## config.mk

```make
export PLATFORM = sky130hd
export DESIGN_NAME = fetch_unit
export DESIGN_NICKNAME = d
export VERILOG_FILES = /design/src/rtl/fetch_pkg.sv /design/src/rtl/fetch_fifo.sv /design/src/rtl/fetch_unit.sv
export SDC_FILE = /design/constraint.sdc
export NUM_CORES = 1
export LEC_CHECK = 0
export ABC_AREA = 1
export CORE_MARGIN = 2
export CORE_UTILIZATION = 58
export CTS_BUF_LIST = sky130_fd_sc_hd__clkbuf_4 sky130_fd_sc_hd__clkbuf_8 sky130_fd_sc_hd__clkbuf_16
export CTS_CLUSTER_DIAMETER = 100
export DETAILED_ROUTE_END_ITERATION = 16
export GPL_ROUTABILITY_DRIVEN = 1
export GPL_TIMING_DRIVEN = 0
export PLACE_DENSITY_LB_ADDON = 0.05
export SLEW_MARGIN = 10
export SYNTH_ARGS = -nofsm -noshare
export SYNTH_HDL_FRONTEND = slang
export SYNTH_SLANG_ARGS = --single-unit
```

## constraint.sdc

```tcl
create_clock -name clk -period 4.9 [get_ports clk]
set_clock_uncertainty 0.15 [all_clocks]
set_input_delay 0.98 -clock clk [delete_from_list [all_inputs] [get_ports clk]]
set_output_delay 0.98 -clock clk [all_outputs]
set_load 0.01 [all_outputs]
```

## src/rtl/fetch_pkg.sv

```systemverilog
// Shared types for the instruction fetch engine: FSM states and the
// prefetch FIFO entry that pairs each instruction with its word address.
package fetch_pkg;

    localparam int FETCH_ADDR_W = 16;
    localparam int FETCH_DATA_W = 16;

    typedef enum logic [1:0] {
        ST_IDLE,
        ST_REQ,
        ST_WAIT,
        ST_DISCARD
    } fetch_state_e;

    typedef struct packed {
        logic [FETCH_ADDR_W-1:0] addr;
        logic [FETCH_DATA_W-1:0] data;
    } fetch_entry_t;

endpackage

```

## src/rtl/fetch_fifo.sv

```systemverilog
// Prefetch FIFO with flush. The head entry is held in registers so the
// decode stage sees a clean registered valid/data/address; a word pushed
// into an empty FIFO appears at the head on the following cycle.
module fetch_fifo import fetch_pkg::*; #(
    parameter int DEPTH = 4,
    parameter int CNT_W = $clog2(DEPTH) + 1
) (
    input  logic             clk,
    input  logic             rst_n,
    input  logic             flush_i,
    input  logic             push_i,
    input  fetch_entry_t     push_data_i,
    input  logic             pop_i,
    output logic [CNT_W-1:0] count_o,
    output logic             head_valid_o,
    output fetch_entry_t     head_o
);

    localparam int PTR_W = $clog2(DEPTH);

    fetch_entry_t     mem_q [DEPTH];
    logic [PTR_W-1:0] rd_q, rd_d, wr_q, wr_d;
    logic [CNT_W-1:0] count_q, count_d;
    logic             valid_q, valid_d;
    logic             pop_en, push_en;
    fetch_entry_t     head_q, head_d;

    // Next pointers, occupancy and head word; a flush overrides push and pop
    always_comb begin
        pop_en  = pop_i && (count_q != '0) && !flush_i;
        push_en = push_i && ((count_q != CNT_W'(DEPTH)) || pop_en) && !flush_i;
        rd_d    = rd_q + PTR_W'(pop_en);
        wr_d    = wr_q + PTR_W'(push_en);
        count_d = count_q + CNT_W'(push_en) - CNT_W'(pop_en);
        valid_d = (count_d != '0);
        head_d  = head_q;
        // When the incoming word becomes the head it is not in storage yet
        if (push_en && (count_q == CNT_W'(pop_en))) begin
            head_d = push_data_i;
        end else if (count_d != '0) begin
            head_d = mem_q[rd_d];
        end
        if (flush_i) begin
            rd_d    = '0;
            wr_d    = '0;
            count_d = '0;
            valid_d = 1'b0;
        end
    end

    // Entry storage, written only on an accepted push
    always_ff @(posedge clk) begin
        if (push_en) begin
            mem_q[wr_q] <= push_data_i;
        end
    end

    // Pointers, count and registered head
    always_ff @(posedge clk or negedge rst_n) begin
        if (!rst_n) begin
            rd_q    <= '0;
            wr_q    <= '0;
            count_q <= '0;
            valid_q <= 1'b0;
            head_q  <= '0;
        end else begin
            rd_q    <= rd_d;
            wr_q    <= wr_d;
            count_q <= count_d;
            valid_q <= valid_d;
            head_q  <= head_d;
        end
    end

    assign count_o      = count_q;
    assign head_valid_o = valid_q;
    assign head_o       = head_q;

endmodule

```

## src/rtl/fetch_unit.sv

```systemverilog
// Instruction fetch engine: issues one RAM word request at a time, stores
// each response with its address in the prefetch FIFO, and handles
// redirects by flushing the FIFO and discarding any in-flight response.
module fetch_unit import fetch_pkg::*; #(
    parameter int                ADDR_W   = FETCH_ADDR_W,
    parameter int                DATA_W   = FETCH_DATA_W,
    parameter int                DEPTH    = 4,
    parameter logic [ADDR_W-1:0] RESET_PC = '0,
    parameter int                TIMEOUT  = 255
) (
    input  logic              clk,
    input  logic              rst,
    input  logic              en_in,
    output logic              en_ram_out,
    output logic [ADDR_W-1:0] addr,
    input  logic              en_ram_in,
    input  logic [DATA_W-1:0] ins,
    input  logic              jump,
    input  logic [ADDR_W-1:0] jump_addr,
    output logic              ins_valid,
    output logic [DATA_W-1:0] ins_out,
    output logic [ADDR_W-1:0] ins_addr,
    input  logic              ins_ready,
    output logic              resp_err
);

    localparam int CNT_W = $clog2(DEPTH) + 1;
    localparam int TMO_W = (TIMEOUT < 1) ? 1 : $clog2(TIMEOUT + 1);

    fetch_state_e      state_q;
    logic [ADDR_W-1:0] pc_q, addr_q;
    logic              en_ram_out_q, resp_err_q;
    logic [TMO_W-1:0]  tmo_q;
    logic [CNT_W-1:0]  count;
    logic [CNT_W-1:0]  count_post;
    logic              push, pop, can_issue;
    fetch_entry_t      push_entry, head;

    assign push_entry = '{addr: pc_q, data: ins};

    // FIFO controls and the issue condition, evaluated on post-push/pop occupancy
    always_comb begin
        push       = (state_q == ST_WAIT) && en_ram_in && !jump;
        pop        = ins_valid && ins_ready && !jump;
        count_post = count + CNT_W'(push) - CNT_W'(pop);
        can_issue  = en_in && (count_post < CNT_W'(DEPTH)) && !jump;
    end

    // Fetch FSM with pc, timeout counter and registered RAM-side outputs
    always_ff @(posedge clk or negedge rst) begin
        if (!rst) begin
            state_q      <= ST_IDLE;
            pc_q         <= RESET_PC;
            addr_q       <= RESET_PC;
            en_ram_out_q <= 1'b0;
            tmo_q        <= '0;
            resp_err_q   <= 1'b0;
        end else begin
            en_ram_out_q <= 1'b0;
            if (en_ram_in && ((state_q == ST_IDLE) || (state_q == ST_REQ))) begin
                resp_err_q <= 1'b1;
            end
            unique case (state_q)
                ST_IDLE: begin
                    if (jump) begin
                        pc_q <= jump_addr;
                    end else if (can_issue) begin
                        state_q      <= ST_REQ;
                        en_ram_out_q <= 1'b1;
                        addr_q       <= pc_q;
                    end
                end
                ST_REQ: begin
                    tmo_q <= '0;
                    if (jump) begin
                        pc_q    <= jump_addr;
                        state_q <= ST_DISCARD;
                    end else begin
                        state_q <= ST_WAIT;
                    end
                end
                ST_WAIT: begin
                    if (en_ram_in) begin
                        tmo_q <= '0;
                        if (jump) begin
                            pc_q    <= jump_addr;
                            state_q <= ST_IDLE;
                        end else begin
                            pc_q <= pc_q + ADDR_W'(1);
                            if (can_issue) begin
                                state_q      <= ST_REQ;
                                en_ram_out_q <= 1'b1;
                                addr_q       <= pc_q + ADDR_W'(1);
                            end else begin
                                state_q <= ST_IDLE;
                            end
                        end
                    end else if (jump) begin
                        pc_q    <= jump_addr;
                        tmo_q   <= '0;
                        state_q <= ST_DISCARD;
                    end else if (tmo_q == TMO_W'(TIMEOUT)) begin
                        // Abandon the request; pc is kept so it is re-requested
                        resp_err_q <= 1'b1;
                        tmo_q      <= '0;
                        state_q    <= ST_IDLE;
                    end else begin
                        tmo_q <= tmo_q + TMO_W'(1);
                    end
                end
                ST_DISCARD: begin
                    if (jump) begin
                        pc_q <= jump_addr;
                    end
                    if (en_ram_in) begin
                        tmo_q   <= '0;
                        state_q <= ST_IDLE;
                    end else if (tmo_q == TMO_W'(TIMEOUT)) begin
                        resp_err_q <= 1'b1;
                        tmo_q      <= '0;
                        state_q    <= ST_IDLE;
                    end else begin
                        tmo_q <= tmo_q + TMO_W'(1);
                    end
                end
            endcase
        end
    end

    fetch_fifo #(
        .DEPTH (DEPTH),
        .CNT_W (CNT_W)
    ) u_fifo (
        .clk          (clk),
        .rst_n        (rst),
        .flush_i      (jump),
        .push_i       (push),
        .push_data_i  (push_entry),
        .pop_i        (pop),
        .count_o      (count),
        .head_valid_o (ins_valid),
        .head_o       (head)
    );

    assign en_ram_out = en_ram_out_q;
    assign addr       = addr_q;
    assign resp_err   = resp_err_q;
    assign ins_out    = head.data;
    assign ins_addr   = head.addr;

endmodule

```

==> impl_summary.txt, run 1 <==
----------------------------------------------------
[Floorplan]
  Number of top-level design ports ... 89
  Effective utilization at floorplan ... 58.67%
  Die Area ... 17640 sq um
  Number of standard-cell rows in the floorplan ... 47
  Core box area ... 16410 sq um
  Die boundary height ... 132.8 um
  Die outline width ... 132.8 um

[Worst setup path]
  Path type of the worst setup path ... in -> reg
  Critical path data required time ... 5150 ps
  Kind of start point of the critical path ... primary input
  Sort of element at the end of the critical path ... flip-flop
  Critical Path Max Stage Delay ... 570 ps
  Cell with the most instances on the worst path ... sky130_fd_sc_hd__nand2_1
  Critical path cell sequence ... clkdlybuf4s50_1 -> clkbuf_1 -> clkbuf_2 -> nor2_1 -> nand2_1 -> inv_1 -> ha_1 -> inv_1 -> ha_1 -> inv_1 -> fa_1 -> xor2_1 -> nand2_1 -> nor2_2 -> nand2_1 -> buf_2 -> nand2_1 -> nand2_1
  WP data arrival ... 4790 ps
  Worst-path fanout max ... 10
  Worst r2r path cells ... 14
  Cell with the biggest individual delay on the critical path ... sky130_fd_sc_hd__clkdlybuf4s50_1

[Clock tree]
  Library cell used as clock root buffer ... sky130_fd_sc_hd__clkbuf_16
  Maximum number of buffers from clock root to sink ... 3
  TritonCTS buffer count ... 23
  Insertion delay of the later-clocked pin in the worst-skew pair ... 510 ps
  # hold bufs at CTS ... 0
  TritonCTS clock tree ... yes
  Register clock-pin slew on the reported worst setup and hold paths ... 60 ps
  CTS H-tree lvls ... 1
  Post-CTS setup buffer count ... 0
  Clock tree sinks ... 212

[Global route]
  Met3 track demand over resource in global routing ... 3.908%
  Routing usage on met2 ... 44.42%
  Grt peak-use layer ... met2
  Global-route wire length before repair ... 36.49 mm
  Initial antenna violation count ... 0
  Maximum number of pins on one net before global-route repair ... 52
  Total overflow reported by the global router ... 0
  GR Util All Layers ... 25.95%
  Number of global-route vias before repair ... 7175
  Met1 Usage GRT ... 35.14%

[Drt]
  Routed Antenna Nets ... 0
  Routed Wire Length ... 22.25 mm
  First-pass iteration count of the detailed router ... 5
  DRC violation count after routing ... 0
  Vias after detailed routing ... 7237
  Initial DRC Count ... 476
  Vias per Instance ... 5.503
  Post-DR wirelength/cell ... 16.92 um

[Final layout]
  Filler cell count in the final layout ... 1178
  Post-synthesis to final-layout area growth ... 21.83%
  Number of inserted diodes ... 0
  Layout Nets ... 1125
  Share of final-layout standard cells stronger than drive strength 1 ... 11.05%

[Place]
  Buffers added on ports ... 88
  Post-detail-place hpwl ... 15.12 mm
  Minimum setup slack after placement ... -280.0 ps
  Routability cong. ... 0.9062

[Timing]
  Final setup violation count ... 0
  Unrepaired setup endpoints after global routing ... no
  Worst hold slack across all endpoints ... 270.8 ps
  Worst relative slew slack ... 47.91%
  Hold Fails Final Rpt ... 0
  Post-route minimum period ... 4543 ps
  Transition time of the tightest slew-check pin ... 777.1 ps
  Final worst-path setup slack ... 357.3 ps
  Max Clock Freq ... 220.1 MHz
  Share of the clock period used by the worst path after layout ... 92.71%
  Final Max Tran Viols ... 0

[Power]
  Leakage component of the power ... 0.004835 uW
  Power per cell area ... 491.4 nW/um^2
  Maximum vdd ir drop ... 0.3437 mV

[Synthesis]
  Synth unique cells ... 36
  Async set-or-reset flop fraction in the synthesized netlist ... 39.62%
  Total standard cell area after synthesis ... 9627 sq um
  Post-synthesis area per instance ... 10.13 sq um
  Synth Net Count ... 997
  Number of standard cells after synthesis ... 950
  Synth Flop Type ... sky130_fd_sc_hd__edfxtp_1
  Seq cells post-synth ... 212
  Share of synthesized area occupied by flip-flops and latches ... 61.76%
  Count of synthesis-stage warnings from yosys ... 0
  Most frequent cell after synthesis ... sky130_fd_sc_hd__nand2_1
  Proportion of netlist area held by the largest area contributor ... 39.93%
  EDFF count, synth ... 128
  Largest area contributor in the netlist ... sky130_fd_sc_hd__edfxtp_1
  Synth cell count leaders ... sky130_fd_sc_hd__nand2_1 (283), sky130_fd_sc_hd__edfxtp_1 (128), sky130_fd_sc_hd__nand3_1 (100)
  Top post-synthesis cells by area ... sky130_fd_sc_hd__edfxtp_1 (40%), sky130_fd_sc_hd__dfrtp_1 (22%), sky130_fd_sc_hd__nand2_1 (11%)

[Run]
  # Max-Cap Violations ... 0

[Outcome]
  Run status ... finished, final reports clean

[Min path]
  Path type of the worst min-delay path ... in -> async

----------------------------------------------------
-- registers in the layout (all words and copies together), names as in the netlist --
register             flops
tmo_q                    8
addr                    16
u_fifo.head_o           32
u_fifo.rd_q              2
u_fifo.wr_q              2
u_fifo.count_o           3
state_q                  2
en_ram_out               1
pc_q                    16
u_fifo.mem_q           128
u_fifo.head_valid_o      1
resp_err                 1
-- stage by stage --
step | util (%) | cells | TNS, ps | cell area, sq um | total power [uW]
CTS | 71.48 | 1315 | 0 | 11730 | 5797
global placement | 65.72 | 1258 | -354820 | 10780 | 4004
detailed placement | 66.77 | 1273 | -7944 | 10960 | 4031
floorplan | - | 950 | 0 | 9627 | 3298
global route | 71.49 | 1315 | 0 | 11730 | 6074
finish | 71.49 | 1315 | 0 | 11730 | 5763
-- power breakdown --
part	total [uW]	internal, uW	switching, uW	leakage [uW]
logic	1580	693	882	0.00224
registers	2440	2210	223	0.00221
clock network	1750	1070	686	0.000389
-- repair_timing --
action                     CTS  global route
setup endpoints to repair    0            30
gates resized for setup      0             2
hold endpoints to repair     0             0
-- final cells by class --
class / instances / area [sq um] / area share [%]
Timing Repair Buffer: 103 / 1033 / 8.812
Tap cell: 220 / 275.3 / 2.347
Multi-Input combinational cell: 642 / 3308 / 28.21
Clock buffer: 29 / 626.9 / 5.345
Clock inverter: 13 / 145.1 / 1.237
Sequential cell: 212 / 5946 / 50.69
Buffer: 48 / 214.0 / 1.824
Inverter: 48 / 180.2 / 1.536
-- path summary, 6_finish.rpt --
| check | start | to | slack (ps) |
|---|---|---|---|
| max reg2reg | state_q[0]$_DFFE_PN0P_ | u_fifo.head_o[9]$_DFFE_PN0P_ | 1280 |
| min reg2reg | tmo_q[7]$_DFFE_PN0P_ | tmo_q[7]$_DFFE_PN0P_ | 330 |
| max in group asynchronous | rst | u_fifo.head_o[1]$_DFFE_PN0P_ | 3710 |
| min in group clk | tmo_q[7]$_DFFE_PN0P_ | tmo_q[7]$_DFFE_PN0P_ | 330 |
| min | rst | u_fifo.head_valid_o$_DFF_PN0_ | 270 |
| max | jump | u_fifo.head_o[9]$_DFFE_PN0P_ | 360 |
-- worst max-delay path, delay by kind of cell --
family / cells / cell delay, ps
buf+inv: 7 / 1760
simple gates: 7 / 1050
fa+ha+maj: 3 / 770
xor+xnor: 1 / 220
-- layout by cell type (no fill, tap or decap), drive strengths merged, types with 5 or more instances in the layout --
master	count
a21oi	12
buf	34
clkbuf	59
clkdlybuf4s50	87
clkinv	8
dfrtp	84
edfxtp	128
ha	8
inv	50
mux2i	29
nand2	286
nand3	102
nand4	5
nor2	42
nor3	6
o211ai	31
o21ai	64
or2	30
xnor2	7
xor2	9
-- metal layers --
metal  share of wire, %  up-vias
li1                   -     3501
met1                 44     3485
met2                 49      214
met3                5.0       37
met4                2.3        0
met5                  0        -
-- kinds of logic after synthesis --
kind of cell	Yosys count	synth area share [%]
AND/OR/NAND/NOR	473	21.34
flip-flops	212	61.76
AO/OA/AOI/OAI	115	7.096
buffers and inverters	96	4.081
multiplexers	29	3.015
XOR/XNOR	16	1.456
adder cells (fa/ha/maj)	9	1.248
(Power assumes the default switching activity.)
==> run 2, diff against run 1 <==
Settings changed: MAX_ROUTING_LAYER set to met4.
==> run 2 against run 1 <==
Effect of this change:
- routed wire length down 0.20%
- largest cell class unchanged
- flip-flop and latch count unchanged
- register-to-register slack got worse by 20 ps
==> impl_summary.txt, run 2 (same netlist as run 1, synthesis figures left out) <==
----------------------------------------------------
[Worst setup path]
  Worst r2r path cells ... 14
  Path type of the worst setup path ... in -> reg
  Cell with the most instances on the worst path ... sky130_fd_sc_hd__nand2_1
  Kind of cell adding the most delay to the critical path ... buffers and inverters
  Critical path cell sequence ... clkdlybuf4s50_1 -> clkbuf_1 -> clkbuf_2 -> nor2_1 -> nand2_1 -> inv_1 -> ha_1 -> inv_1 -> ha_1 -> inv_1 -> fa_1 -> xor2_1 -> nand2_1 -> nor2_2 -> nand2_1 -> buf_2 -> nand2_1 -> nand2_1
  Cell with the biggest individual delay on the critical path ... sky130_fd_sc_hd__clkdlybuf4s50_1
  Kind of start point of the critical path ... primary input
  Total stage count of the critical path ... 18
  WP data arrival ... 4790 ps
  Worst-path fanout max ... 10
  Critical Path Max Stage Delay ... 570 ps
  Critical path data required time ... 5150 ps
  Crit path buf inv count ... 7
  Sort of element at the end of the critical path ... flip-flop

[Floorplan]
  Effective utilization at floorplan ... 58.67%
  Die outline width ... 132.8 um
  Die boundary height ... 132.8 um
  Die Area ... 17640 sq um
  Number of top-level design ports ... 89
  Core box area ... 16410 sq um
  Number of standard-cell rows in the floorplan ... 47

[Final layout]
  Most frequent standard cell in the layout excluding fill and tap cells ... sky130_fd_sc_hd__nand2_1
  Most flop-heavy register ... u_fifo.mem_q
  Flip-flop count of the largest register after layout ... 128
  Layout Nets ... 1125
  Most frequent cells in the layout ... sky130_fd_sc_hd__nand2_1 (283), sky130_fd_sc_hd__edfxtp_1 (128), sky130_fd_sc_hd__nand3_1 (100), sky130_fd_sc_hd__clkdlybuf4s50_1 (87), sky130_fd_sc_hd__dfrtp_1 (84)
  Fin util ... 71.49%
  Number of inserted diodes ... 0
  Share of final-layout standard cells stronger than drive strength 1 ... 11.05%
  Post-synthesis to final-layout area growth ... 21.83%

[Place]
  Routability cong. ... 0.9218
  Post-detail-place hpwl ... 15.12 mm
  Buffers added on ports ... 88

[Global route]
  Maximum number of pins on one net before global-route repair ... 52
  Total overflow reported by the global router ... 0
  Initial antenna violation count ... 0
  GR Util All Layers ... 26.78%
  Number of global-route vias before repair ... 7166
  Global-route wire length before repair ... 36.51 mm

[Timing]
  Final Max Tran Viols ... 0
  Share of the clock period used by the worst path after layout ... 92.68%
  Max Clock Freq ... 220.2 MHz
  Unrepaired setup endpoints after global routing ... no
  Hold Fails Final Rpt ... 0
  Transition time of the tightest slew-check pin ... 780.5 ps
  Worst relative slew slack ... 47.68%
  Post-route minimum period ... 4542 ps
  Final setup violation count ... 0

[Clock tree]
  Insertion delay of the later-clocked pin in the worst-skew pair ... 510 ps
  Library cell used as clock root buffer ... sky130_fd_sc_hd__clkbuf_16
  Clock tree sinks ... 212
  # hold bufs at CTS ... 0
  Register clock-pin slew on the reported worst setup and hold paths ... 60 ps
  TritonCTS clock tree ... yes
  TritonCTS buffer count ... 23
  CTS H-tree lvls ... 1
  Maximum number of buffers from clock root to sink ... 3
  Post-CTS setup buffer count ... 0

[Drt]
  Vias per Instance ... 5.500
  Post-DR wirelength/cell ... 16.88 um
  Vias after detailed routing ... 7232
  DRC violation count after routing ... 0
  Routed Antenna Nets ... 0
  Routed Wire Length ... 22.20 mm
  Initial DRC Count ... 489
  First-pass iteration count of the detailed router ... 5

[Run]
  # Max-Cap Violations ... 0

[Power]
  Leakage component of the power ... 0.004835 uW
  Power per cell area ... 491.3 nW/um^2
  Total power ... 5762 uW
  Maximum vdd ir drop ... 0.3435 mV

[Outcome]
  Run status ... finished, final reports clean

[Min path]
  Path type of the worst min-delay path ... in -> async

----------------------------------------------------
==> run 2: cell counts in the layout (fill, tap and decap cells not counted) <==
Identical to the previous run, type by type.
==> run 2: report_power, final <==
part	switching [uW]	internal, uW
sequential	223	2210
combinational	883	693
clock	684	1070
==> run 2: cell type report <==
class	count	area (sq um)
tap	220	275.3
clock inverter	13	145.1
clock buffer	29	626.9
sequential	212	5946
fill	1178	4678
timing repair buffer	103	1033
inverter	48	180.2
multi-input combinational	642	3308
buffer	48	214.0
==> run 2: through the flow <==
stage | setup slack (ps) | area [sq um] | TNS (ps) | std cells | hold slack [ps]
after global placement | -2555 | 10780 | -354820 | 1258 | 321.7
final | 358.5 | 11730 | 0 | 1315 | 270.5
after global routing | 44.80 | 11730 | 0 | 1315 | 299.0
after CTS | 236.7 | 11730 | 0 | 1315 | 271.4
after floorplan | 299.6 | 9627 | 0 | 950 | 303.0
after detailed placement | -280.0 | 10960 | -7944 | 1273 | 322.9
==> run 2: worst paths after layout <==
path,startpoint,slack (ps),to
setup / recovery,jump,360,u_fifo.head_o[9]$_DFFE_PN0P_
hold / removal,rst,270,state_q[1]$_DFFE_PN0P_
setup reg to reg,state_q[0]$_DFFE_PN0P_,1260,u_fifo.head_o[9]$_DFFE_PN0P_
hold reg to reg,tmo_q[7]$_DFFE_PN0P_,330,tmo_q[7]$_DFFE_PN0P_
max in group asynchronous,rst,3710,u_fifo.head_o[1]$_DFFE_PN0P_
min in group clk,tmo_q[7]$_DFFE_PN0P_,330,tmo_q[7]$_DFFE_PN0P_
==> run 2: per-layer routing <==
metal | GRT usage, % | wire length [um] | share of wire (%)
met1 | 35.22 | 9451 | 43
met2 | 44.53 | 10890 | 49
met3 | 3.831 | 1324 | 6.0
met4 | 6.511 | 534 | 2.4
met5 | - | 0 | 0
==> run 2: what timing repair did <==
action	4_1_cts	5_1_grt
gates resized for setup	0	2
setup endpoints to repair	0	30
hold endpoints to repair	0	0
==> run 3, diff against run 2 <==
Settings changed: CAP_MARGIN set to 30, CORE_UTILIZATION 58 to 60.
Clock period 4.9 ns to 5.3 ns, I/O delays scaled along.
==> run 3 against run 2 <==
Effect of this change:
- non-clock buffer count fell by 2
- first-iteration DRC count rose by 9.6%
- global-route usage rose by 1.6 points
- final cell count fell by 0.61%
- sequential share of layout area rose by 0.27 points
- critical endpoint is now u_fifo.head_o[10]$_DFFE_PN0P_
- largest power group unchanged
- highest routed layer unchanged
==> impl_summary.txt, run 3 (same netlist as run 1, synthesis figures left out) <==
----------------------------------------------------
[Worst setup path]
  Kind of cell adding the most delay to the critical path ... buffers and inverters
  Critical Path Max Stage Delay ... 580 ps
  Cell with the biggest individual delay on the critical path ... sky130_fd_sc_hd__clkdlybuf4s50_1
  Worst-path fanout max ... 10
  Crit path buf inv count ... 7
  Path type of the worst setup path ... in -> reg
  Critical path cell sequence ... clkdlybuf4s50_1 -> clkbuf_1 -> clkbuf_1 -> nor2_1 -> nand2_1 -> inv_1 -> ha_1 -> inv_1 -> ha_1 -> inv_1 -> fa_1 -> xor2_1 -> nand2_1 -> nor2_2 -> nand2_1 -> buf_2 -> nand2_1 -> nand2_1
  Sort of element at the end of the critical path ... flip-flop
  WP data arrival ... 5040 ps
  Kind of start point of the critical path ... primary input
  Critical path data required time ... 5550 ps
  Cell with the most instances on the worst path ... sky130_fd_sc_hd__nand2_1

[Floorplan]
  Die Area ... 17070 sq um
  Die boundary height ... 130.7 um
  Number of standard-cell rows in the floorplan ... 46
  Effective utilization at floorplan ... 61.04%
  Core box area ... 15770 sq um
  Die outline width ... 130.7 um
  Number of top-level design ports ... 89

[Final layout]
  Flip-flop count of the largest register after layout ... 128
  Most flop-heavy register ... u_fifo.mem_q
  Most frequent standard cell in the layout excluding fill and tap cells ... sky130_fd_sc_hd__nand2_1
  Fin util ... 73.98%
  Share of final-layout standard cells stronger than drive strength 1 ... 10.63%
  Post-synthesis to final-layout area growth ... 21.20%
  Layout Nets ... 1122
  Post-Layout Cell Count ... 1307
  Most frequent cells in the layout ... sky130_fd_sc_hd__nand2_1 (283), sky130_fd_sc_hd__edfxtp_1 (128), sky130_fd_sc_hd__nand3_1 (100), sky130_fd_sc_hd__clkdlybuf4s50_1 (87), sky130_fd_sc_hd__dfrtp_1 (84)
  Number of inserted diodes ... 0

[Global route]
  GR Util All Layers ... 28.41%
  Total overflow reported by the global router ... 0
  Maximum number of pins on one net before global-route repair ... 53
  Initial antenna violation count ... 0
  Global-route wire length before repair ... 36.14 mm
  Number of global-route vias before repair ... 7268

[Power]
  Leakage component of the power ... 0.004799 uW
  Maximum vdd ir drop ... 0.3583 mV
  Power per cell area ... 452.3 nW/um^2
  Total power ... 5277 uW

[Drt]
  Vias after detailed routing ... 7252
  Initial DRC Count ... 536
  Post-DR wirelength/cell ... 17.21 um
  Routed Wire Length ... 22.49 mm
  First-pass iteration count of the detailed router ... 5
  DRC violation count after routing ... 0
  Vias per Instance ... 5.549
  Routed Antenna Nets ... 0

[Clock tree]
  CTS H-tree lvls ... 1
  # hold bufs at CTS ... 0
  Clock tree sinks ... 212
  Insertion delay of the later-clocked pin in the worst-skew pair ... 510 ps
  TritonCTS clock tree ... yes
  Quantity of gates resized following cts ... 0
  Maximum number of buffers from clock root to sink ... 3
  Post-CTS setup buffer count ... 0
  Library cell used as clock root buffer ... sky130_fd_sc_hd__clkbuf_16
  TritonCTS buffer count ... 22
  Register clock-pin slew on the reported worst setup and hold paths ... 60 ps

[Timing]
  Worst hold slack across all endpoints ... 335.2 ps
  Worst relative slew slack ... 35.71%
  Final worst-path setup slack ... 507.1 ps
  Final setup violation count ... 0
  Final Max Tran Viols ... 0
  Unrepaired setup endpoints after global routing ... no
  Post-route minimum period ... 4793 ps
  Max Clock Freq ... 208.6 MHz
  Transition time of the tightest slew-check pin ... 959.1 ps
  Hold Fails Final Rpt ... 0
  Share of the clock period used by the worst path after layout ... 90.43%

[Place]
  Routability cong. ... 0.9670
  Buffers added on ports ... 88
  Cell Count Post-Placement ... 1267
  Minimum setup slack after placement ... 52.97 ps
  Post-detail-place hpwl ... 15.16 mm

[Min path]
  Path type of the worst min-delay path ... in -> async

[Run]
  # Max-Cap Violations ... 0

[Outcome]
  Run status ... finished, final reports clean

----------------------------------------------------
-- run 3: worst register-to-register path, delay by kind of cell (launching register included) --
kind            cells  cell delay, ps
simple gates        7            1160
xor+xnor            1             210
fa+ha+maj           2             570
flops               1             440
compound gates      1             340
buf+inv             3             620
-- run 3: metal layers --
metal	part of all wire (%)	up-vias	global-route usage, %
met1	41	3424	36.42
li1	-	3493	-
met3	7.1	44	4.031
met5	0	-	-
met4	2.2	0	9.825
met2	49	291	47.03
-- run 3: layout make-up --
type	instances	area [sq um]
buffer	48	212.7
clock buffer	28	631.9
clock inverter	12	107.6
fill	1159	4103
inverter	48	180.2
multi-input combinational	642	3308
sequential	212	5946
tap	216	270.3
timing repair buffer	101	1011
-- run 3: per-stage QoR --
| step | setup TNS [ps] | area [sq um] |
|---|---|---|
| global placement | -271000 | 10780 |
| detailed placement | 0 | 10930 |
| floorplan | 0 | 9627 |
| CTS | 0 | 11670 |
| finish | 0 | 11670 |
| global route | 0 | 11670 |
-- run 3: worst paths after layout --
check | start | endpoint | slack (ps) | cells past startpoint
max | jump | u_fifo.head_o[10]$_DFFE_PN0P_ | 510 | 18
min | rst | tmo_q[5]$_DFFE_PN0P_ | 340 | 1
max reg2reg | state_q[0]$_DFFE_PN0P_ | u_fifo.head_o[10]$_DFFE_PN0P_ | 1710 | 14
min reg2reg | resp_err$_DFF_PN0_ | resp_err$_DFF_PN0_ | 340 | 2
max in group asynchronous | rst | u_fifo.head_o[2]$_DFFE_PN0P_ | 4040 | 2
min in group clk | resp_err$_DFF_PN0_ | resp_err$_DFF_PN0_ | 340 | 2
-- run 3: power breakdown --
part	internal, uW	switching [uW]	total [uW]
logic	641	820	1460
registers	2050	213	2260
clock network	937	621	1560
total	3620	1650	5280
